`src/rtl/mem_bus_arbiter.sv`:
```
// Two-requester (instruction fetch / load-store) arbiter for the single CPU memory bus.
// Round-robin grant, alignment check, fixed-latency access and a one-cycle ack.
module mem_bus_arbiter #(
  parameter int unsigned MEM_LAT = 2,
  parameter int unsigned ADDR_W  = 32,
  parameter int unsigned DATA_W  = 64
) (
  input  logic              clock,
  input  logic              reset,
  input  logic              if_req,
  input  logic [ADDR_W-1:0] if_addr,
  output logic [DATA_W-1:0] if_rdata,
  output logic              if_ack,
  output logic              if_err,
  input  logic              ls_req,
  input  logic              ls_we,
  input  logic [1:0]        ls_size,
  input  logic [ADDR_W-1:0] ls_addr,
  input  logic [DATA_W-1:0] ls_wdata,
  output logic [DATA_W-1:0] ls_rdata,
  output logic              ls_ack,
  output logic              ls_err,
  output logic [ADDR_W-1:0] address,
  output logic [1:0]        size,
  output logic              mem_read,
  output logic              mem_write,
  output logic [DATA_W-1:0] mem_wdata,
  output logic              mem_wdata_oe,
  input  logic [DATA_W-1:0] mem_rdata,
  output logic              busy
);

  localparam int unsigned CNT_W  = 4;
  localparam int unsigned WORD_W = 32;

  typedef enum logic [1:0] {
    IDLE   = 2'd0,
    ACCESS = 2'd1,
    RESP   = 2'd2
  } state_t;

  state_t             r_state;
  logic [CNT_W-1:0]   r_cnt;
  logic               r_rr_ls;
  logic               r_we;
  logic               r_id_ls;

  logic               w_grant_any;
  logic               w_grant_ls;
  logic [ADDR_W-1:0]  w_sel_addr;
  logic [1:0]         w_sel_size;
  logic               w_sel_we;
  logic [DATA_W-1:0]  w_sel_wdata;
  logic               w_misalign;

  // Grant selection: LS wins when it is alone or when the pointer prefers it.
  assign w_grant_any = if_req | ls_req;
  assign w_grant_ls  = ls_req & (~if_req | r_rr_ls);
  assign w_sel_addr  = w_grant_ls ? ls_addr : if_addr;
  assign w_sel_size  = w_grant_ls ? ls_size : 2'b10;
  assign w_sel_we    = w_grant_ls & ls_we;
  assign w_sel_wdata = w_grant_ls ? ls_wdata : '0;

  always_comb begin
    w_misalign = 1'b0;
    case (w_sel_size)
      2'b01:   w_misalign = w_sel_addr[0];
      2'b10:   w_misalign = |w_sel_addr[1:0];
      2'b11:   w_misalign = |w_sel_addr[2:0];
      default: w_misalign = 1'b0;
    endcase
  end

  always_ff @(posedge clock or negedge reset) begin
    if (!reset) begin
      r_state      <= IDLE;
      r_cnt        <= '0;
      r_rr_ls      <= 1'b0;
      r_we         <= 1'b0;
      r_id_ls      <= 1'b0;
      if_rdata     <= '0;
      if_ack       <= 1'b0;
      if_err       <= 1'b0;
      ls_rdata     <= '0;
      ls_ack       <= 1'b0;
      ls_err       <= 1'b0;
      address      <= '0;
      size         <= '0;
      mem_read     <= 1'b0;
      mem_write    <= 1'b0;
      mem_wdata    <= '0;
      mem_wdata_oe <= 1'b0;
      busy         <= 1'b0;
    end else begin
      if_ack <= 1'b0;
      if_err <= 1'b0;
      ls_ack <= 1'b0;
      ls_err <= 1'b0;
      case (r_state)
        IDLE: begin
          if (w_grant_any) begin
            r_id_ls <= w_grant_ls;
            r_rr_ls <= ~w_grant_ls;
            r_we    <= w_sel_we;
            busy    <= 1'b1;
            if (w_misalign) begin
              // Misaligned: answer immediately, never touch the bus.
              r_state <= RESP;
              if_ack  <= ~w_grant_ls;
              if_err  <= ~w_grant_ls;
              ls_ack  <= w_grant_ls;
              ls_err  <= w_grant_ls;
            end else begin
              r_state      <= ACCESS;
              r_cnt        <= CNT_W'(MEM_LAT - 1);
              address      <= w_sel_addr;
              size         <= w_sel_size;
              mem_read     <= ~w_sel_we;
              mem_write    <= w_sel_we;
              mem_wdata_oe <= w_sel_we;
              mem_wdata    <= w_sel_wdata;
            end
          end
        end
        ACCESS: begin
          if (r_cnt == '0) begin
            r_state      <= RESP;
            address      <= '0;
            size         <= '0;
            mem_read     <= 1'b0;
            mem_write    <= 1'b0;
            mem_wdata_oe <= 1'b0;
            mem_wdata    <= '0;
            if_ack       <= ~r_id_ls;
            ls_ack       <= r_id_ls;
            if (!r_we) begin
              if (r_id_ls) ls_rdata <= mem_rdata;
              else         if_rdata <= DATA_W'(mem_rdata[WORD_W-1:0]);
            end
          end else begin
            r_cnt <= r_cnt - CNT_W'(1);
          end
        end
        RESP: begin
          r_state <= IDLE;
          busy    <= 1'b0;
        end
        default: begin
          r_state <= IDLE;
          busy    <= 1'b0;
        end
      endcase
    end
  end

endmodule

```
`config.mk`:
```
export PLATFORM = sky130hd
export DESIGN_NAME = mem_bus_arbiter
export DESIGN_NICKNAME = d
export VERILOG_FILES = /design/src/rtl/mem_bus_arbiter.sv
export SDC_FILE = /design/constraint.sdc
export NUM_CORES = 1
export LEC_CHECK = 0
export CAP_MARGIN = 30
export CORE_AREA = 2 2 168 170
export CTS_CLUSTER_SIZE = 16
export DETAILED_ROUTE_END_ITERATION = 10
export DIE_AREA = 0 0 170 172
export PLACE_DENSITY = 0.67
export SYNTH_ARGS = -nofsm -noshare
export SYNTH_HDL_FRONTEND = slang
export SYNTH_SLANG_ARGS = --single-unit
```
`constraint.sdc`:
```
create_clock -name clock -period 5.1 [get_ports clock]
set_input_delay 0.765 -clock clock [delete_from_list [all_inputs] [get_ports clock]]
set_output_delay 0.765 -clock clock [all_outputs]
set_load 0.02 [all_outputs]
```
==> qor.csv, run 1 <==
metric,value,unit
cp.arrival,3.22,ns
dp.cells,1423,
die_h,172,um
netlist_instances,733,
yosys.area.top_type,dfrtp_1,
timing.final.crit_share,0.557,
rows,61,
final_cells,1467,
cts_made_buffers,24,
die-area,29200,um^2
io_buffer_count,400,
synth_area,9120,um^2
grt_overflow_total,0,
coreArea,27500,um^2
clock_latency,0.51,ns
p_leak,5.97,nW
synth_top_area_share,0.576,
cts_root_buf,clkbuf_16,
clock-sinks,210,
drtIter0Drc,345,
yosysMostFrequentCell,dfrtp_1,
grt_pass1_wl,41.4,mm
drcViolationCount,0,
final-hold-violation-count,0,
hp-class,in2async,
cts_resized,0,
drv_slew,0,
vias,7162,
synth_seq_cells,210,
drt-total-wl,27.2,mm
finalPower,9.25,mW
first_global_vias,7289,
synthArstFlopShare,1.00,
hpwl,19.0,mm
path_clk_slew,0.06,ns
avgViaCountPerCell,4.88,
cts-hold-fix-buffers,0,
worstSetupPathType,reg2reg,
antenna_found_initial,0,
first_pass_iters,4,
yosys-top-cells-count,"dfrtp_1, mux2_2, nand3_1",
cts_setup_buffers,0,
slew_headroom,0.439,
crit_path_max_fanout,55,
cts_tree,built,
endpoint_kind,flop,
routabilityCongestion,0.750,
avgSynthCellArea,12.4,um^2
reg2reg_depth,7,
yosysWarningCount,0,
final_antenna_net_count,0,
setup-tns-final,0,ns
ys.flop_type,dfrtp_1,
final_nets,1304,
track_usage,0.176,
ys_types,35,
die_x,170,um
cts_buffer_depth,3,
synth_edf_count,0,
ir_worst_vdd,0.321,mV
tightestPinTransition,0.842,ns
cp-start-kind,flop,
fmax,352,MHz
cap_violations,0,
cts.htree.levels,1,
setup_viol,0,
grt_start_max_net_pins,113,
rsz0062_at_grt,false,
io-pin-count,433,
period_needed,2.84,ns
yosysSeqAreaShare,0.576,
wl_per_cell,18.5,um
yosys-top-cells-area,"dfrtp_1, mux2_2, o2bb2ai_1, nand3_1, mux2i_1",
crit_required,5.48,ns
drive_gt1_frac,0.140,
status,completed,
skew,0.0196,ns
start_util,0.332,
power_density,655,nW/um^2
area_growth,54.9,%
==> registers in the layout, summed over array words and instances (netlist names), 2 cells and up <==
| register | count |
|---|---|
| address | 32 |
| if_rdata | 32 |
| ls_rdata | 64 |
| mem_wdata | 64 |
| r_cnt | 4 |
| r_state | 2 |
| size | 2 |
==> through the flow <==
step	setup WS [ns]	hold WS [ns]	util	area, um^2
after floorplan	2.85	0.469	-	9240
after global placement	1.97	0.471	0.484	13300
after detailed placement	1.90	0.473	0.484	13300
after CTS	2.24	0.362	0.514	14100
after global routing	2.09	0.385	0.514	14100
final	2.26	0.313	0.514	14100
==> cell usage in the layout, fill, tap and decap left out, types with 3 or more instances in the layout <==
| cell | Yosys | routed |
|---|---|---|
| and4_1 | 32 | 32 |
| buf_4 | 36 | 9 |
| nand2_1 | 8 | 8 |
| nor2_1 | 6 | 6 |
| mux2_2 | 95 | 95 |
| a31oi_1 | 36 | 36 |
| o2bb2ai_1 | 68 | 67 |
| clkbuf_1 | 41 | 4 |
| o211ai_1 | 3 | 3 |
| conb_1 | 1 | 32 |
| nand3_1 | 69 | 69 |
| clkbuf_8 | 0 | 4 |
| o21ai_0 | 7 | 7 |
| clkbuf_16 | 0 | 25 |
| clkinv_2 | 0 | 5 |
| inv_1 | 37 | 37 |
| dfrtp_1 | 210 | 210 |
| buf_12 | 0 | 3 |
| bufinv_16 | 0 | 3 |
| a21oi_1 | 5 | 5 |
| clkinvlp_4 | 0 | 3 |
| mux2i_1 | 32 | 32 |
| clkdlybuf4s50_1 | 0 | 399 |
==> metal layers <==
metal,vias up,global-route usage,routed length [um]
met5,-,0,0
met4,0,0.0386,432
met3,33,0.0474,1990
met2,273,0.300,13200
met1,3513,0.226,11500
li1,3343,-,-
==> power by group <==
group	total [mW]	internal (mW)	switching, mW	leakage [nW]
logic	4.62	2.20	2.41	2.92
clock network	1.78	1.09	0.688	0.397
registers	2.86	2.44	0.418	2.65
==> path summary, 6_finish.rpt <==
kind / start / end / slack, ns
max reg2reg: r_cnt[0]$_DFFE_PN0P_ / ls_rdata[63]$_DFFE_PN0P_ / 2.26
max in group asynchronous: reset / ls_rdata[50]$_DFFE_PN0P_ / 3.53
min: reset / if_rdata[4]$_DFFE_PN0P_ / 0.31
min reg2reg: mem_wdata[55]$_DFFE_PN0P_ / mem_wdata[55]$_DFFE_PN0P_ / 0.49
max: r_cnt[0]$_DFFE_PN0P_ / ls_rdata[63]$_DFFE_PN0P_ / 2.26
min in group clock: mem_wdata[55]$_DFFE_PN0P_ / mem_wdata[55]$_DFFE_PN0P_ / 0.49
==> final cells by class <==
cell class,instances,area [um^2]
fill,2457,13400
sequential,210,5260
timing repair buffer,412,4140
multi-input combinational,418,3340
clock buffer,32,682
tap,346,433
inverter,37,139
clock inverter,11,138
antenna,1,2.50
==> cells by family (layout without fill, tap and decap cells) <==
logic type | count (synthesis) | in the layout | synth area share
AOI/OAI and AO/OA | 125 | 125 | 0.104
adders and majority gates | 2 | 2 | 0.00274
buffers and inverters | 136 | 492 | 0.0752
DFF | 210 | 210 | 0.576
muxes | 129 | 129 | 0.155
other | 1 | 33 | 0.000411
and+or+nand+nor | 130 | 130 | 0.0856
==> critical path, stage by stage (launching register included) <==
cell	delay, ns
dfrtp_1	0.40
inv_1	0.10
ha_1	0.17
or3b_1	0.49
nor2_1	0.22
nand3b_1	0.54
buf_12	0.44
mux2_2	0.31
No activity file was read; power rests on OpenSTA's default activity.
==> inputs of run 2 (changes only) <==
CORE_AREA = 2 2 170 172   (was 2 2 168 170)
DIE_AREA = 0 0 172 174   (was 0 0 170 172)
PLACE_DENSITY = 0.69   (was 0.67)
clock period = 2.3 ns   (was 5.1 ns; I/O delays follow)
==> run 2 against run 1 <==
Effect of this change:
- total power up 130%
- global-route usage up 0.30 points
- hold slack better by 0.050 ns
- worst setup slack worse by 2.2 ns
- cell count up 5.0%
- clock skew up 0.0055 ns
- critical path depth up 1
- combinational power up 140%
==> qor.csv, run 2 (synthesized netlist as in run 1, its figures left out) <==
metric,value,unit
final_nets,1340,
ir_worst_vdd,0.815,mV
io-pin-count,433,
sw_frac_of_total,0.376,
first_pass_iters,4,
utilization,0.521,
path_clk_slew,0.06,ns
final-hold-violation-count,0,
cts_root_buf,clkbuf_16,
clockPowerShare,0.188,
rsz0062_at_grt,true,
power.internal,13.3,mW
io_buffer_count,400,
drive_gt1_frac,0.170,
endpoint_kind,flop,
cp.arrival,2.67,ns
p_leak,6.27,nW
timing.rr.start,r_cnt[1]$_DFFE_PN0P_,
cts.htree.levels,1,
cts_made_buffers,24,
final_area,14700,um^2
finalPower,21.3,mW
drtIter0Drc,304,
vias,7395,
r2r_end,if_rdata[27]$_DFFE_PN0P_,
grt_overflow_total,0,
wl_per_cell,18.6,um
crit_required,2.71,ns
die-area,29900,um^2
area_growth,61.4,%
coreArea,28200,um^2
layout_commonest_cell,clkdlybuf4s50_1,
first_global_vias,7505,
cp-start-kind,flop,
cap_violations,0,
final_cell_mix,"clkdlybuf4s50_1, dfrtp_1, mux2_2, nand3_1, o2bb2ai_1",
hpwl,19.8,mm
reg2reg_depth,8,
drt-total-wl,28.7,mm
cts_tree,built,
power_density,1440,nW/um^2
timing.final.crit_share,0.985,
track_usage,0.179,
holdWs,0.363,ns
final_antenna_net_count,0,
status,completed,
tightestPinTransition,0.527,ns
cts_buffer_depth,3,
insertedDiodeCount,0,
avgViaCountPerCell,4.80,
rows,62,
die_h,174,um
reg_top3,"ls_rdata x64, mem_wdata x64",
placed_area,13600,um^2
drv_slew,0,
die_x,172,um
fillCellCount,2515,
grt_start_max_net_pins,65,
clock-sinks,210,
worstSetupPathType,reg2reg,
drcViolationCount,0,
p_comb_frac,0.514,
slew_headroom,0.649,
grt_pass1_wl,42.4,mm
seq_power_share,0.299,
p_switching,8.00,mW
ff2ff_setup_slack,0.03,ns
setup_viol,0,
antenna_found_initial,0,
setup-tns-final,0,ns
routabilityCongestion,0.747,
skew,0.0251,ns
crit_path_max_fanout,8,
period_needed,2.27,ns
hp-class,in2async,
clock_latency,0.53,ns
fmax,441,MHz
start_util,0.323,
-- run 2: cell count changes in the layout (fill, tap and decap cells not counted), sizes merged --
cell	change
clkbuf	+7
clkinv	-1
bufinv	-1
clkinvlp	-3
dlygate4sd3	+1
buf	+33
diode	-1
-- run 2: worst max path at each step --
stage	from	end	depth (start not counted)
finish	r_cnt[1]$_DFFE_PN0P_	if_rdata[27]$_DFFE_PN0P_	8
global route	r_cnt[1]$_DFFE_PN0P_	if_rdata[29]$_DFFE_PN0P_	8
CTS	r_cnt[0]$_DFFE_PN0P_	if_rdata[27]$_DFFE_PN0P_	7
detailed placement	if_req	mem_wdata[26]$_DFFE_PN0P_	6
global placement	if_req	mem_wdata[48]$_DFFE_PN0P_	6
floorplan	r_cnt[0]$_DFFE_PN0P_	if_rdata[10]$_DFFE_PN0P_	8
-- run 2: what timing repair did --
action	4_1_cts	5_1_grt
hold buffers	1	0
setup endpoints to repair	0	33
endpoints found under the hold margin	51	0
setup buffers	0	6
gates resized for setup	0	34
-- run 2: critical path, stage by stage (launching register included) --
cell       delay, ns
dfrtp_1         0.41
inv_2           0.10
ha_4            0.13
or3b_4          0.38
or2_4           0.29
nor3_4          0.21
buf_6           0.16
clkbuf_16       0.17
mux2_4          0.30
-- run 2: per-layer routing --
layer / vias up / GRT usage / part of all wire
li1: 3408 / - / -
met1: 3663 / 0.216 / 0.41
met5: - / 0 / 0
met4: 0 / 0.0469 / 0.021
met2: 277 / 0.311 / 0.49
met3: 47 / 0.0546 / 0.078
-- run 2: cell type report --
class                      instances  area [um^2]  share of cell area
sequential                       210         5260               0.357
timing repair buffer             448         4560               0.310
multi-input combinational        418         3450               0.234
clock buffer                      37          739              0.0502
tap                              384          480              0.0326
inverter                          37          139             0.00943
clock inverter                     6         95.1             0.00646
-- run 2: per-stage QoR --
step | cells | setup slack [ns]
after detailed placement | 1487 | 0.00395
final | 1540 | 0.0345
after floorplan | 764 | 0.0538
after CTS | 1531 | 0.0685
after global routing | 1540 | -0.0390
after global placement | 1487 | 0.0425
-- run 2: power by group through the flow --
stage	logic, mW	clock network, mW	registers [mW]
finish	10.9	3.99	6.35
global route	11.6	4.24	6.57
CTS	10.8	4.11	6.34
detailed placement	10.7	0	6.35
global placement	10.6	0	6.32
floorplan	3.63	0	8.30
